==> config.mk <==
export PLATFORM = sky130hd
export DESIGN_NAME = mem_arbiter
export DESIGN_NICKNAME = d
export VERILOG_FILES = /design/src/rtl/mem_arbiter.sv
export SDC_FILE = /design/constraint.sdc
export NUM_CORES = 1
export LEC_CHECK = 0
export CORE_MARGIN = 5
export CORE_UTILIZATION = 26
export DETAILED_ROUTE_END_ITERATION = 8
export GPL_TIMING_DRIVEN = 0
export PLACE_DENSITY_LB_ADDON = 0.3
export SYNTH_ARGS = -nofsm -noshare
export SYNTH_HDL_FRONTEND = slang
export SYNTH_SLANG_ARGS = --single-unit
export TNS_END_PERCENT = 5
==> constraint.sdc <==
create_clock -name clk -period 1.95 [get_ports clk]
set_input_delay 0.39 -clock clk [delete_from_list [all_inputs] [get_ports clk]]
set_output_delay 0.39 -clock clk [all_outputs]
set_load 0.03 [all_outputs]
==> src/rtl/mem_arbiter.sv <==
// rtl/mem_arbiter.sv - single-port RAM arbiter sequencing loader boot and CPU/loader sharing
module mem_arbiter #(
  parameter int DATA_W      = 16,
  parameter int ADDR_W      = 9,
  parameter int RELEASE_CYC = 2,
  parameter int WAIT_W      = 8
) (
  input  logic              clk,
  input  logic              reset,
  input  logic              boot_mode,
  input  logic              boot_done,
  input  logic [1:0]        cpu_mem_cmd,
  input  logic [ADDR_W-1:0] cpu_mem_addr,
  input  logic [DATA_W-1:0] cpu_write_data,
  output logic [DATA_W-1:0] cpu_read_data,
  output logic              cpu_reset,
  input  logic              ext_req,
  input  logic              ext_we,
  input  logic [ADDR_W-1:0] ext_addr,
  input  logic [DATA_W-1:0] ext_wdata,
  output logic              ext_gnt,
  output logic              ext_rvalid,
  output logic [DATA_W-1:0] ext_rdata,
  output logic [WAIT_W-1:0] ext_wait_cnt,
  output logic [ADDR_W-1:0] ram_addr,
  output logic [DATA_W-1:0] ram_din,
  output logic              ram_write,
  input  logic [DATA_W-1:0] ram_dout
);

  localparam int REL_W = (RELEASE_CYC > 2) ? $clog2(RELEASE_CYC) : 1;

  localparam logic [1:0] CMD_MREAD  = 2'd1;
  localparam logic [1:0] CMD_MWRITE = 2'd3;

  typedef enum logic [1:0] {
    ST_BOOT    = 2'd0,
    ST_RELEASE = 2'd1,
    ST_RUN     = 2'd2
  } state_t;

  state_t           state;
  state_t           state_nxt;
  logic [REL_W-1:0] rel_cnt;
  logic [REL_W-1:0] rel_cnt_nxt;
  logic             cpu_busy;
  logic             cpu_wr;

  // The CPU only counts as a RAM user when it issues a real read or write.
  assign cpu_busy = (cpu_mem_cmd == CMD_MREAD) || (cpu_mem_cmd == CMD_MWRITE);
  assign cpu_wr   = (cpu_mem_cmd == CMD_MWRITE);

  // Both consumers see the RAM output directly; ext_rvalid qualifies the loader copy.
  assign cpu_read_data = ram_dout;
  assign ext_rdata     = ram_dout;

  // State and release-counter registers; boot_mode picks the post-reset state.
  always_ff @(posedge clk) begin
    if (reset) begin
      state   <= boot_mode ? ST_BOOT : ST_RELEASE;
      rel_cnt <= '0;
    end else begin
      state   <= state_nxt;
      rel_cnt <= rel_cnt_nxt;
    end
  end

  // Next-state logic, CPU reset, loader grant and RAM port mux.
  always_comb begin
    state_nxt   = state;
    rel_cnt_nxt = rel_cnt;
    cpu_reset   = 1'b1;
    ext_gnt     = 1'b0;
    ram_addr    = cpu_mem_addr;
    ram_din     = cpu_write_data;
    ram_write   = 1'b0;

    unique case (state)
      ST_BOOT: begin
        // Loader owns the RAM; a request coinciding with boot_done is still served.
        ext_gnt = ext_req;
        if (boot_done) begin
          state_nxt   = ST_RELEASE;
          rel_cnt_nxt = '0;
        end
      end
      ST_RELEASE: begin
        // RAM is quiet while the CPU is being brought out of reset.
        rel_cnt_nxt = rel_cnt + REL_W'(1);
        if (rel_cnt == REL_W'(RELEASE_CYC - 1)) begin
          state_nxt = ST_RUN;
        end
      end
      ST_RUN: begin
        // CPU has absolute priority; loader fills idle CPU cycles only.
        cpu_reset = 1'b0;
        ext_gnt   = ext_req && !cpu_busy;
        ram_write = cpu_wr;
      end
      default: begin
        // Unreachable encoding: recover through the release sequence.
        state_nxt   = ST_RELEASE;
        rel_cnt_nxt = '0;
      end
    endcase

    if (ext_gnt) begin
      ram_addr  = ext_addr;
      ram_din   = ext_wdata;
      ram_write = ext_we;
    end
  end

  // Read-data valid follows a granted loader read by one cycle, matching RAM latency.
  always_ff @(posedge clk) begin
    if (reset) begin
      ext_rvalid <= 1'b0;
    end else begin
      ext_rvalid <= ext_gnt && !ext_we;
    end
  end

  // Saturating count of loader stall cycles, cleared only by reset.
  always_ff @(posedge clk) begin
    if (reset) begin
      ext_wait_cnt <= '0;
    end else if (ext_req && !ext_gnt && (ext_wait_cnt != {WAIT_W{1'b1}})) begin
      ext_wait_cnt <= ext_wait_cnt + WAIT_W'(1);
    end
  end

endmodule

==> qor.csv <==
stage,metric,value,unit
synth,synth warn,0,
timing,relative slew slack,0.699,
layout,P&R area growth vs syn,134,%
placement,placed inst area,2440,µm²
cts,Skew-Pair Late Insertion Delay,0.24,ns
timing,Max Slew Vio Count,0,
synth,sequential fraction of the synthesis area,0.233,
placement,GP Congestion,0.736,
cts,Clock transition at path regs,0.05,ns
synth,Yosys reg bits,12,
routing,first drt pass iteration count,4,
routing,WL/cell,16.8,µm
floorplanning,core area,4090,µm²
setup_path,Worst Path Arrival,1.63,ns
floorplanning,initial core utilization,0.273,
grt,GRT Resource Usage Total,0.165,
layout,Nets,336,
cts,TritonCTS clock tree,built,
grt,largest net degree at the start of global routing,11,
timing,Final Skew,0.00471,ns
synth,net count after synthesis,198,
min_path,Hold Path Cell Cnt,2,
timing,endpoints failing setup,22,
timing,fin crit share,1.04,
min_path,hold path startpoint,rel_cnt,
synth,Netlist Area Pre-Place,1110,µm²
power,Lkg Pwr,1.08,nW
layout,Inserted Diodes,0,
synth,Synth area leader,mux2_2,
synth,average size of a mapped cell,9.06,µm²
setup_path,R2R Setup Slk,0.30,ns
synth,main flop type after synthesis,dfxtp_1,
setup_path,Worst path max stage delay,0.33,ns
routing,vias,1363,
grt,grt total ovfl,0,
timing,Final Hold Viols,0,
cts,htree depth,1,
cts,Clock Path Buffers,2,
routing,post-route ant nets,0,
synth,cell with the most instances after synthesis,buf_4,
floorplanning,# rows,23,
routing,drc violations,0,
floorplanning,Die Area,5700,µm²
floorplanning,io pins,143,
timing,top achievable clock speed,495,MHz
setup_path,CP endpoint kind,output pin,
synth,synthesized instance count,123,
layout,layout cell share with drive strength beyond 1,0.392,
setup_path,"most used cell, CP",buf_6,
run_status,failing checks,negative setup slack,
synth,Yosys cell types,28,
grt,first-pass GRT wire length,6980,µm
min_path,Hold Path Sink,rel_cnt,
cts,CTS sink cnt,12,
setup_path,slowest CP cell,mux2_2,
timing,fin worst setup slack,-0.0707,ns
setup_path,Critical Path Fanout Max,7,
grt,number of global-route vias before repair,1404,
synth,Post-synth ARST share,0,
timing,Post-Route Setup TNS,-1.07,ns
power,pwr/cell area,585,nW/µm²
cts,clk root buf,clkbuf_8,
power,power consumption,1.53,mW
setup_path,Worst R2R Start,ext_wait_cnt[0],
power,VDD IR max,0.000345,V
placement,port bufs,126,
synth,Area contributors post-synth,"mux2_2, buf_4, dfxtp_1",
layout,post-layout util,0.638,
min_path,worst min-delay path class,register to register,
timing,worst slew pin tran,0.452,ns
run_status,status,"finished, violations left",
placement,hpwl dp,4450,µm
setup_path,R2R cell count,5,
cts,cts bufs inserted,3,
routing,First DRT Iteration DRCs,23,
routing,DRT Wirelength,5220,µm
setup_path,Setup crit start kind,primary input,
setup_path,RR Endpoint,ext_wait_cnt[7],
routing,vias per cell,4.40,
synth,Commonest cells post-synth,"buf_4, mux2_2, dfxtp_1, a21oi_1, nand2_1",
layout,Final Instance Area,2610,µm²
timing,RSZ-0062 raised after global routing,true,
floorplanning,Die Height,75.5,µm
grt,initial antenna violation count,0,
setup_path,type of the worst setup path,primary input to output pin,
synth,Post-synth EDFFs,2,
timing,min Tclk post-route,2.02,ns
flow_run,Max-Cap Viols,0,
synth,area share of the largest cell type after synthesis,0.253,
setup_path,worst-path cell chain,clkdlybuf4s15_1 > nand2_2 > nand3b_1 > buf_6 > clkbuf_16 > mux2_2 > buf_6,
floorplanning,Die W,75.5,µm
setup_path,CP required,1.56,ns
## flip-flops by register name, summed over array words and instances, names as in the netlist
signal and cells:
rel_cnt 1, ext_rvalid 1, ext_wait_cnt 8, state 2
## layer usage
| metal | vias up | wire length, µm | share of wire | GRT usage |
|---|---|---|---|---|
| li1 | 683 | - | - | - |
| met3 | 10 | 477 | 0.091 | 0.0660 |
| met2 | 56 | 2990 | 0.57 | 0.307 |
| met5 | - | 0 | 0 | 0 |
| met4 | 0 | 140 | 0.027 | 0.0524 |
| met1 | 614 | 1620 | 0.31 | 0.167 |
## cell type report
cell class	instances	area [µm²]
Buffer	36	285
Clock buffer	4	45.0
Fill cell	352	1480
Inverter	3	11.3
Multi-Input combinational cell	72	591
Sequential cell	12	260
Tap cell	50	62.6
Timing Repair Buffer	133	1350
## worst max-delay path by stage
stage / from / cells after the start / end
6_report: cpu_mem_cmd[0] / 7 / ram_din[13]
5_1_grt: state[1] / 6 / ram_din[13]
4_1_cts: state[1] / 6 / ram_din[6]
3_5_place_dp: cpu_mem_cmd[0] / 7 / ram_addr[0]
3_3_place_gp: ext_req / 6 / ram_din[5]
2_1_floorplan: state[0] / 4 / ram_din[10]
## critical path, delay by kind of cell
kind	cells	cell delay, ns
mux	1	0.33
buf+inv	4	0.70
simple gates	2	0.21
## cells by family (layout without fill, tap and decap cells)
| kind of cell | after synthesis | count (layout) | share of synthesized area |
|---|---|---|---|
| buffers and inverters | 39 | 176 | 0.242 |
| AND/OR/NAND/NOR | 26 | 26 | 0.136 |
| XOR/XNOR | 1 | 1 | 0.00786 |
| flip-flops | 12 | 12 | 0.233 |
| multiplexers | 26 | 26 | 0.262 |
| AO/OA/AOI/OAI | 18 | 18 | 0.108 |
| adder cells (fa/ha/maj) | 1 | 1 | 0.0112 |
## metrics by stage
step                      setup WS, ns  instances  hold slack [ns]
after global placement          -0.940        299            0.441
after detailed placement        -0.939        299            0.443
final                          -0.0707        310            0.445
after global routing            -0.153        310            0.492
after CTS                      -0.0566        309            0.448
after floorplan                  0.148        123            0.426
## cell usage in the layout, fill, tap and decap left out, types with 4 or more instances in the layout
cell type	synthesis	final
dfxtp_1	10	10
buf_6	0	23
mux2_2	25	24
buf_2	3	4
buf_4	32	37
clkdlybuf4s50_1	0	96
a21oi_1	9	9
## where the power goes
group	internal [mW]	switching (mW)	total, mW
Combinational	0.523	0.468	0.990
Sequential	0.282	0.0188	0.301
Clock	0.144	0.0912	0.235
## timing repair
action	4_1_cts	5_1_grt
buffers inserted	4	0
gates cloned	2	1
resized for setup	184	11
endpoints found under the setup margin	28	27
hold buffers	0	0
endpoints found under the hold margin	0	0
pin swaps	2	0
Power figures use the tool's default switching activity.
